===== config.mk =====
export PLATFORM = sky130hd
export DESIGN_NAME = rle_dec
export DESIGN_NICKNAME = d
export VERILOG_FILES = /design/src/rtl/rle_pkg.sv /design/src/rtl/rle_byte_packer.sv /design/src/rtl/rle_dec.sv
export SDC_FILE = /design/constraint.sdc
export NUM_CORES = 1
export LEC_CHECK = 0
export CORE_UTILIZATION = 57
export CTS_BUF_LIST = sky130_fd_sc_hd__clkbuf_2 sky130_fd_sc_hd__clkbuf_4 sky130_fd_sc_hd__clkbuf_8
export CTS_CLUSTER_DIAMETER = 120
export CTS_CLUSTER_SIZE = 16
export DETAILED_ROUTE_END_ITERATION = 6
export PLACE_DENSITY = 0.85
export SYNTH_ARGS = -nofsm -noshare
export SYNTH_HDL_FRONTEND = slang
export SYNTH_SLANG_ARGS = --single-unit

===== constraint.sdc =====
create_clock -name clk -period 2.9 [get_ports clk]
set_input_delay 0.725 -clock clk [delete_from_list [all_inputs] [get_ports clk]]
set_output_delay 0.725 -clock clk [all_outputs]
set_load 0.05 [all_outputs]

===== src/rtl/rle_pkg.sv =====
// rtl/rle_pkg.sv - shared run-length token format and decoder state encoding
package rle_pkg;

    localparam int TOKEN_W = 24;
    localparam int CNT_W   = 23;
    localparam int BYTE_W  = 8;

    typedef enum logic [2:0] {
        IDLE,
        READ,
        LOAD,
        EXPAND,
        WRITE,
        FLUSH,
        DONE
    } dec_state_t;

    function automatic logic tok_val(input logic [TOKEN_W-1:0] tok);
        return tok[TOKEN_W-1];
    endfunction

    function automatic logic [CNT_W-1:0] tok_len(input logic [TOKEN_W-1:0] tok);
        return tok[CNT_W-1:0];
    endfunction

endpackage


===== src/rtl/rle_byte_packer.sv =====
// rtl/rle_byte_packer.sv - MSB-first bit accumulator with left-aligned partial-byte output
module rle_byte_packer
    import rle_pkg::*;
(
    input  logic              clk,
    input  logic              rst,
    input  logic              shift_en,
    input  logic              bit_in,
    input  logic              clr,
    input  logic              pad,
    output logic              byte_full,
    output logic [3:0]        bit_cnt,
    output logic [BYTE_W-1:0] byte_out
);

    logic [BYTE_W-1:0] shreg;

    always_ff @(posedge clk or negedge rst) begin
        if (!rst) begin
            shreg   <= '0;
            bit_cnt <= '0;
        end else if (clr) begin
            shreg   <= '0;
            bit_cnt <= '0;
        end else if (shift_en) begin
            shreg   <= {shreg[BYTE_W-2:0], bit_in};
            bit_cnt <= bit_cnt + 4'd1;
        end
    end

    // High on the shift that completes the byte, so the FSM can go straight to WRITE.
    assign byte_full = shift_en && (bit_cnt == 4'(BYTE_W - 1));

    assign byte_out = pad ? (shreg << (4'(BYTE_W) - bit_cnt)) : shreg;

endmodule


===== src/rtl/rle_dec.sv =====
// rtl/rle_dec.sv - run-length token decoder packing expanded bits into bytes
module rle_dec
    import rle_pkg::*;
(
    input  logic               clk,
    input  logic               rst,
    input  logic               recv_ready,
    input  logic [TOKEN_W-1:0] in_data,
    input  logic               end_of_stream,
    output logic               rd_req,
    input  logic               send_ready,
    output logic [BYTE_W-1:0]  out_data,
    output logic               wr_req,
    output logic               done
);

    dec_state_t        state, next_state;
    logic [CNT_W-1:0]  run_len;
    logic              run_val;

    logic              shift_en;
    logic              clr;
    logic              pad;
    logic              push;
    logic              byte_full;
    logic [3:0]        bit_cnt;
    logic [BYTE_W-1:0] byte_out;

    rle_byte_packer u_packer (
        .clk      (clk),
        .rst      (rst),
        .shift_en (shift_en),
        .bit_in   (run_val),
        .clr      (clr),
        .pad      (pad),
        .byte_full(byte_full),
        .bit_cnt  (bit_cnt),
        .byte_out (byte_out)
    );

    always_comb begin
        next_state = state;
        shift_en   = 1'b0;
        clr        = 1'b0;
        pad        = 1'b0;
        push       = 1'b0;
        case (state)
            IDLE: begin
                if (recv_ready)
                    next_state = READ;
                else if (end_of_stream)
                    next_state = (bit_cnt != 4'd0) ? FLUSH : DONE;
            end
            READ: next_state = LOAD;
            LOAD: next_state = (tok_len(in_data) == '0) ? IDLE : EXPAND;
            EXPAND: begin
                shift_en = 1'b1;
                if (byte_full)
                    next_state = WRITE;
                else if (run_len == CNT_W'(1))
                    next_state = IDLE;
            end
            WRITE: begin
                if (send_ready) begin
                    push       = 1'b1;
                    clr        = 1'b1;
                    next_state = (run_len != '0) ? EXPAND : IDLE;
                end
            end
            FLUSH: begin
                pad = 1'b1;
                if (send_ready) begin
                    push       = 1'b1;
                    clr        = 1'b1;
                    next_state = DONE;
                end
            end
            DONE:    next_state = DONE;
            default: next_state = IDLE;
        endcase
    end

    always_ff @(posedge clk or negedge rst) begin
        if (!rst) begin
            state    <= IDLE;
            run_len  <= '0;
            run_val  <= 1'b0;
            rd_req   <= 1'b0;
            wr_req   <= 1'b0;
            out_data <= '0;
            done     <= 1'b0;
        end else begin
            state  <= next_state;
            // The pop strobe coincides with the READ cycle; data is captured in LOAD.
            rd_req <= (next_state == READ);
            wr_req <= push;
            if (push)
                out_data <= byte_out;
            if (state == LOAD) begin
                run_val <= tok_val(in_data);
                run_len <= tok_len(in_data);
            end else if (shift_en && run_len != '0) begin
                run_len <= run_len - CNT_W'(1);
            end
            if (state == DONE)
                done <= 1'b1;
        end
    end

endmodule


==> run_results.csv <==
group,metric,value,unit
cells_and_area,layout_commonest_cell,"sky130_fd_sc_hd__nand2_1",
route,drc,0,
die,ios,40,
global_routing,gr-usage-all-layers,29.7,%
route,drtAntennaViolNets,0,
hold_path,timing.hold.worst.class,"reg -> reg",
setup_path,cp.required,3090,ps
run,cap_viol_max_count,0,
sta,clock.fmax,0.388,GHz
sta,timing.clock.skew,3.63,ps
sta,setup-violations-final,0,
power,static-leakage-power,0.00144,µW
global_routing,via_count_of_the_first_global_routing_pass,2630,
sta,layout_worst_path_cycle_share,88.8,%
route,routedWlPerCell,16.7,µm
hold_path,hp-start,"done$_DFFE_PN0P_",
clock_tree,cts_num_sinks,50,
clock_tree,cts_resized,0,
logic_synthesis,async_flop_share,100,%
setup_path,crit_path_max_fanout,22,
clock_tree,clock_tree.root_cell,"sky130_fd_sc_hd__clkbuf_8",
die,core.rowCount,25,
placed_design,dpl.hpwl,5140,µm
setup_path,classification_of_the_worst_setup_path,"reg -> reg",
route,finalWirelength,7220,µm
logic_synthesis,synth.avg_cell_area,9.11,µm²
logic_synthesis,register_bit_count_reported_by_yosys,50,
global_routing,antenna_found_initial,0,
sta,worstMarginPinSlew,852,ps
setup_path,endpoint_kind,"register",
route,drt_pass1_iterations,4,
setup_path,timing.rr.start,"run_len[3]$_DFFE_PN0P_",
clock_tree,cts_tree,"yes",
cells_and_area,share_of_final_layout_standard_cells_stronger_than_drive_strength_1,9.07,%
logic_synthesis,synth.lib_cells_used.distinct,53,
power,vdd_drop_max,0.470,mV
global_routing,grt_start_max_net_pins,51,
die,floorplan.die.height,73.8,µm
clock_tree,depth_of_the_cts_h_tree,2,
placed_design,port-buffer-count,39,
logic_synthesis,count_of_flip_flops_with_a_built_in_enable_after_synthesis,0,
route,viasPerCell,6.30,
status,status,"finished, final reports clean",
cells_and_area,synth_to_final_area_change,19.7,%
global_routing,grt_overflow,0,
logic_synthesis,yosys_warnings,0,
setup_path,timing.reg2reg.setup_slack,320,ps
clock_tree,cts.reportedPaths.clkPinSlew,90,ps
logic_synthesis,synth_cells,323,
die,core_region_area,4850,µm²
die,die_w,73.8,µm
cells_and_area,layout.core_utilization,72.6,%
sta,fin_crit,2580,ps
logic_synthesis,syn-num-nets,357,
logic_synthesis,ys_seq_area_share,42.5,%
route,dr.first_iter.drc_count,203,
power,powerDensity,1150,nW/µm²
setup_path,cp-startpoint,"run_len[3]$_DFFE_PN0P_",
cells_and_area,antennaDiodeCount,0,
cells_and_area,fin_nets,397,
logic_synthesis,netlist_area,2940,µm²
logic_synthesis,synth-main-ff-cell,"sky130_fd_sc_hd__dfrtp_1",
sta,tns,0,ps
clock_tree,tritoncts.num_buffers,5,
route,number_of_vias_after_detailed_routing,2716,
sta,timing.slew.headroom,42.9,%
placed_design,place_congestion,0.912,
sta,grt_setup_unrepaired,"false",
clock_tree,cts_max_path_buffers,2,
sta,timing_max_transition_violations_final,0,
die,die_area,5450,µm²
die,initial_utilization,60.7,%
clock_tree,postCtsSetupBuffers,0,
sta,final_hold_viol_count,0,
clock_tree,cts_hold_repair.buffers,0,
setup_path,crit_path_start_kind,"register",
setup_path,critical_path_arrival,2770,ps
clock_tree,worst_skew_pair.late_latency,300,ps
global_routing,grt_first_pass_wirelength,12400,µm
cells_and_area,most-common-layout-cells,"sky130_fd_sc_hd__nand2_1 (51), sky130_fd_sc_hd__dfrtp_1 (50), sky130_fd_sc_hd__clkdlybuf4s50_1 (38), sky130_fd_sc_hd__nor2_1 (26), sky130_fd_sc_hd__nor3_1 (16)",
kinds of logic (layout without fill, tap and decap cells):
logic type / count (synthesis) / in the layout / synth area share (%)
AO/OA/AOI/OAI: 85 / 85 / 21.4
XOR/XNOR: 4 / 4 / 1.19
adder cells (fa/ha/maj): 5 / 5 / 2.13
buffers and inverters: 26 / 67 / 3.87
flip-flops: 50 / 50 / 42.5
multiplexers: 8 / 8 / 4.51
AND/OR/NAND/NOR: 145 / 145 / 24.4
where the power goes:
| group | internal (µW) | switching [µW] |
|---|---|---|
| logic | 942 | 1300 |
| registers | 1030 | 356 |
| clock network | 192 | 236 |
final cells by class:
class	count	area (µm²)
clock buffers	6	82.6
clock inverters	2	12.5
fillers	384	1330
inverters	6	22.5
multi-input cells	247	1580
flip-flops and latches	50	1250
well taps	67	83.8
repair buffers	53	490
worst max-delay path, stage by stage (launching register included):
cell and delay (ps):
sky130_fd_sc_hd__dfrtp_1 440, sky130_fd_sc_hd__or4_1 650, sky130_fd_sc_hd__or4_4 600, sky130_fd_sc_hd__o21ai_4 150, sky130_fd_sc_hd__buf_4 270, sky130_fd_sc_hd__nor4_1 80
sky130_fd_sc_hd__a211o_1 280
final timing paths:
path                                              endpoint  cells after the start
setup / recovery                    run_len[4]$_DFFE_PN0P_                      6
hold / removal                            done$_DFFE_PN0P_                      1
setup reg to reg                    run_len[4]$_DFFE_PN0P_                      6
hold reg to reg                           done$_DFFE_PN0P_                      1
max in group asynchronous          run_len[11]$_DFFE_PN0P_                      2
min in group asynchronous  u_packer.bit_cnt[2]$_DFFE_PN0P_                      2
cell usage after synthesis (2+ instances only):
cell / instances / area, µm²
sky130_fd_sc_hd__or3_1: 7 / 43.8
sky130_fd_sc_hd__a2bb2oi_1: 3 / 26.3
sky130_fd_sc_hd__o21ai_0: 11 / 55.1
sky130_fd_sc_hd__mux4_2: 4 / 90.1
sky130_fd_sc_hd__ha_1: 5 / 62.6
sky130_fd_sc_hd__o211ai_1: 6 / 45.0
sky130_fd_sc_hd__buf_6: 2 / 22.5
sky130_fd_sc_hd__a22oi_1: 5 / 37.5
sky130_fd_sc_hd__dfrtp_1: 50 / 1250
sky130_fd_sc_hd__nor4_1: 10 / 62.6
sky130_fd_sc_hd__inv_1: 6 / 22.5
sky130_fd_sc_hd__xor2_1: 4 / 35.0
sky130_fd_sc_hd__and2_1: 2 / 12.5
sky130_fd_sc_hd__nor2_1: 26 / 97.6
sky130_fd_sc_hd__nand3_1: 9 / 45.0
sky130_fd_sc_hd__or4_1: 6 / 45.0
sky130_fd_sc_hd__a211o_1: 8 / 70.1
sky130_fd_sc_hd__a31oi_1: 5 / 31.3
sky130_fd_sc_hd__mux2i_1: 2 / 20.0
sky130_fd_sc_hd__clkbuf_1: 16 / 60.1
sky130_fd_sc_hd__and3b_1: 3 / 26.3
sky130_fd_sc_hd__a221o_1: 2 / 20.0
sky130_fd_sc_hd__nor3_1: 16 / 80.1
sky130_fd_sc_hd__nand2_1: 51 / 191
sky130_fd_sc_hd__a21o_1: 3 / 22.5
sky130_fd_sc_hd__o311ai_0: 3 / 26.3
sky130_fd_sc_hd__a21oi_1: 14 / 70.1
sky130_fd_sc_hd__a32o_1: 4 / 40.0
sky130_fd_sc_hd__nand4_1: 3 / 18.8
sky130_fd_sc_hd__mux2_2: 2 / 22.5
sky130_fd_sc_hd__o31ai_1: 6 / 45.0
sky130_fd_sc_hd__a22o_1: 5 / 43.8
sky130_fd_sc_hd__nor2b_1: 2 / 12.5
sky130_fd_sc_hd__nand3b_1: 3 / 22.5
state kept, by name, indices dropped and copies added, names as in the netlist:
name	flops
run_len	23
out_data	8
u_packer.shreg	8
u_packer.bit_cnt	4
state	3
done	1
rd_req	1
run_val	1
wr_req	1
stage by stage:
stage	area, µm²	power (µW)	setup WS (ps)	cells	hold WS, ps
2_1_floorplan	2940	2980	397	323	429
3_3_place_gp	3420	3520	382	423	445
3_5_place_dp	3420	3620	323	423	447
4_1_cts	3520	4040	319	431	469
5_1_grt	3520	4350	25.0	431	499
6_report	3520	4050	324	431	465
layer usage:
layer | global-route usage [%] | share of wire, % | wire length [µm] | vias up
li1 | - | - | - | 1292
met1 | 37.9 | 42 | 3060 | 1319
met2 | 50.3 | 51 | 3670 | 88
met3 | 5.62 | 4.5 | 328 | 17
met5 | 0 | 0 | 0 | -
met4 | 10.7 | 2.2 | 158 | 0
Note: power is estimated with default switching activity, not from simulation.
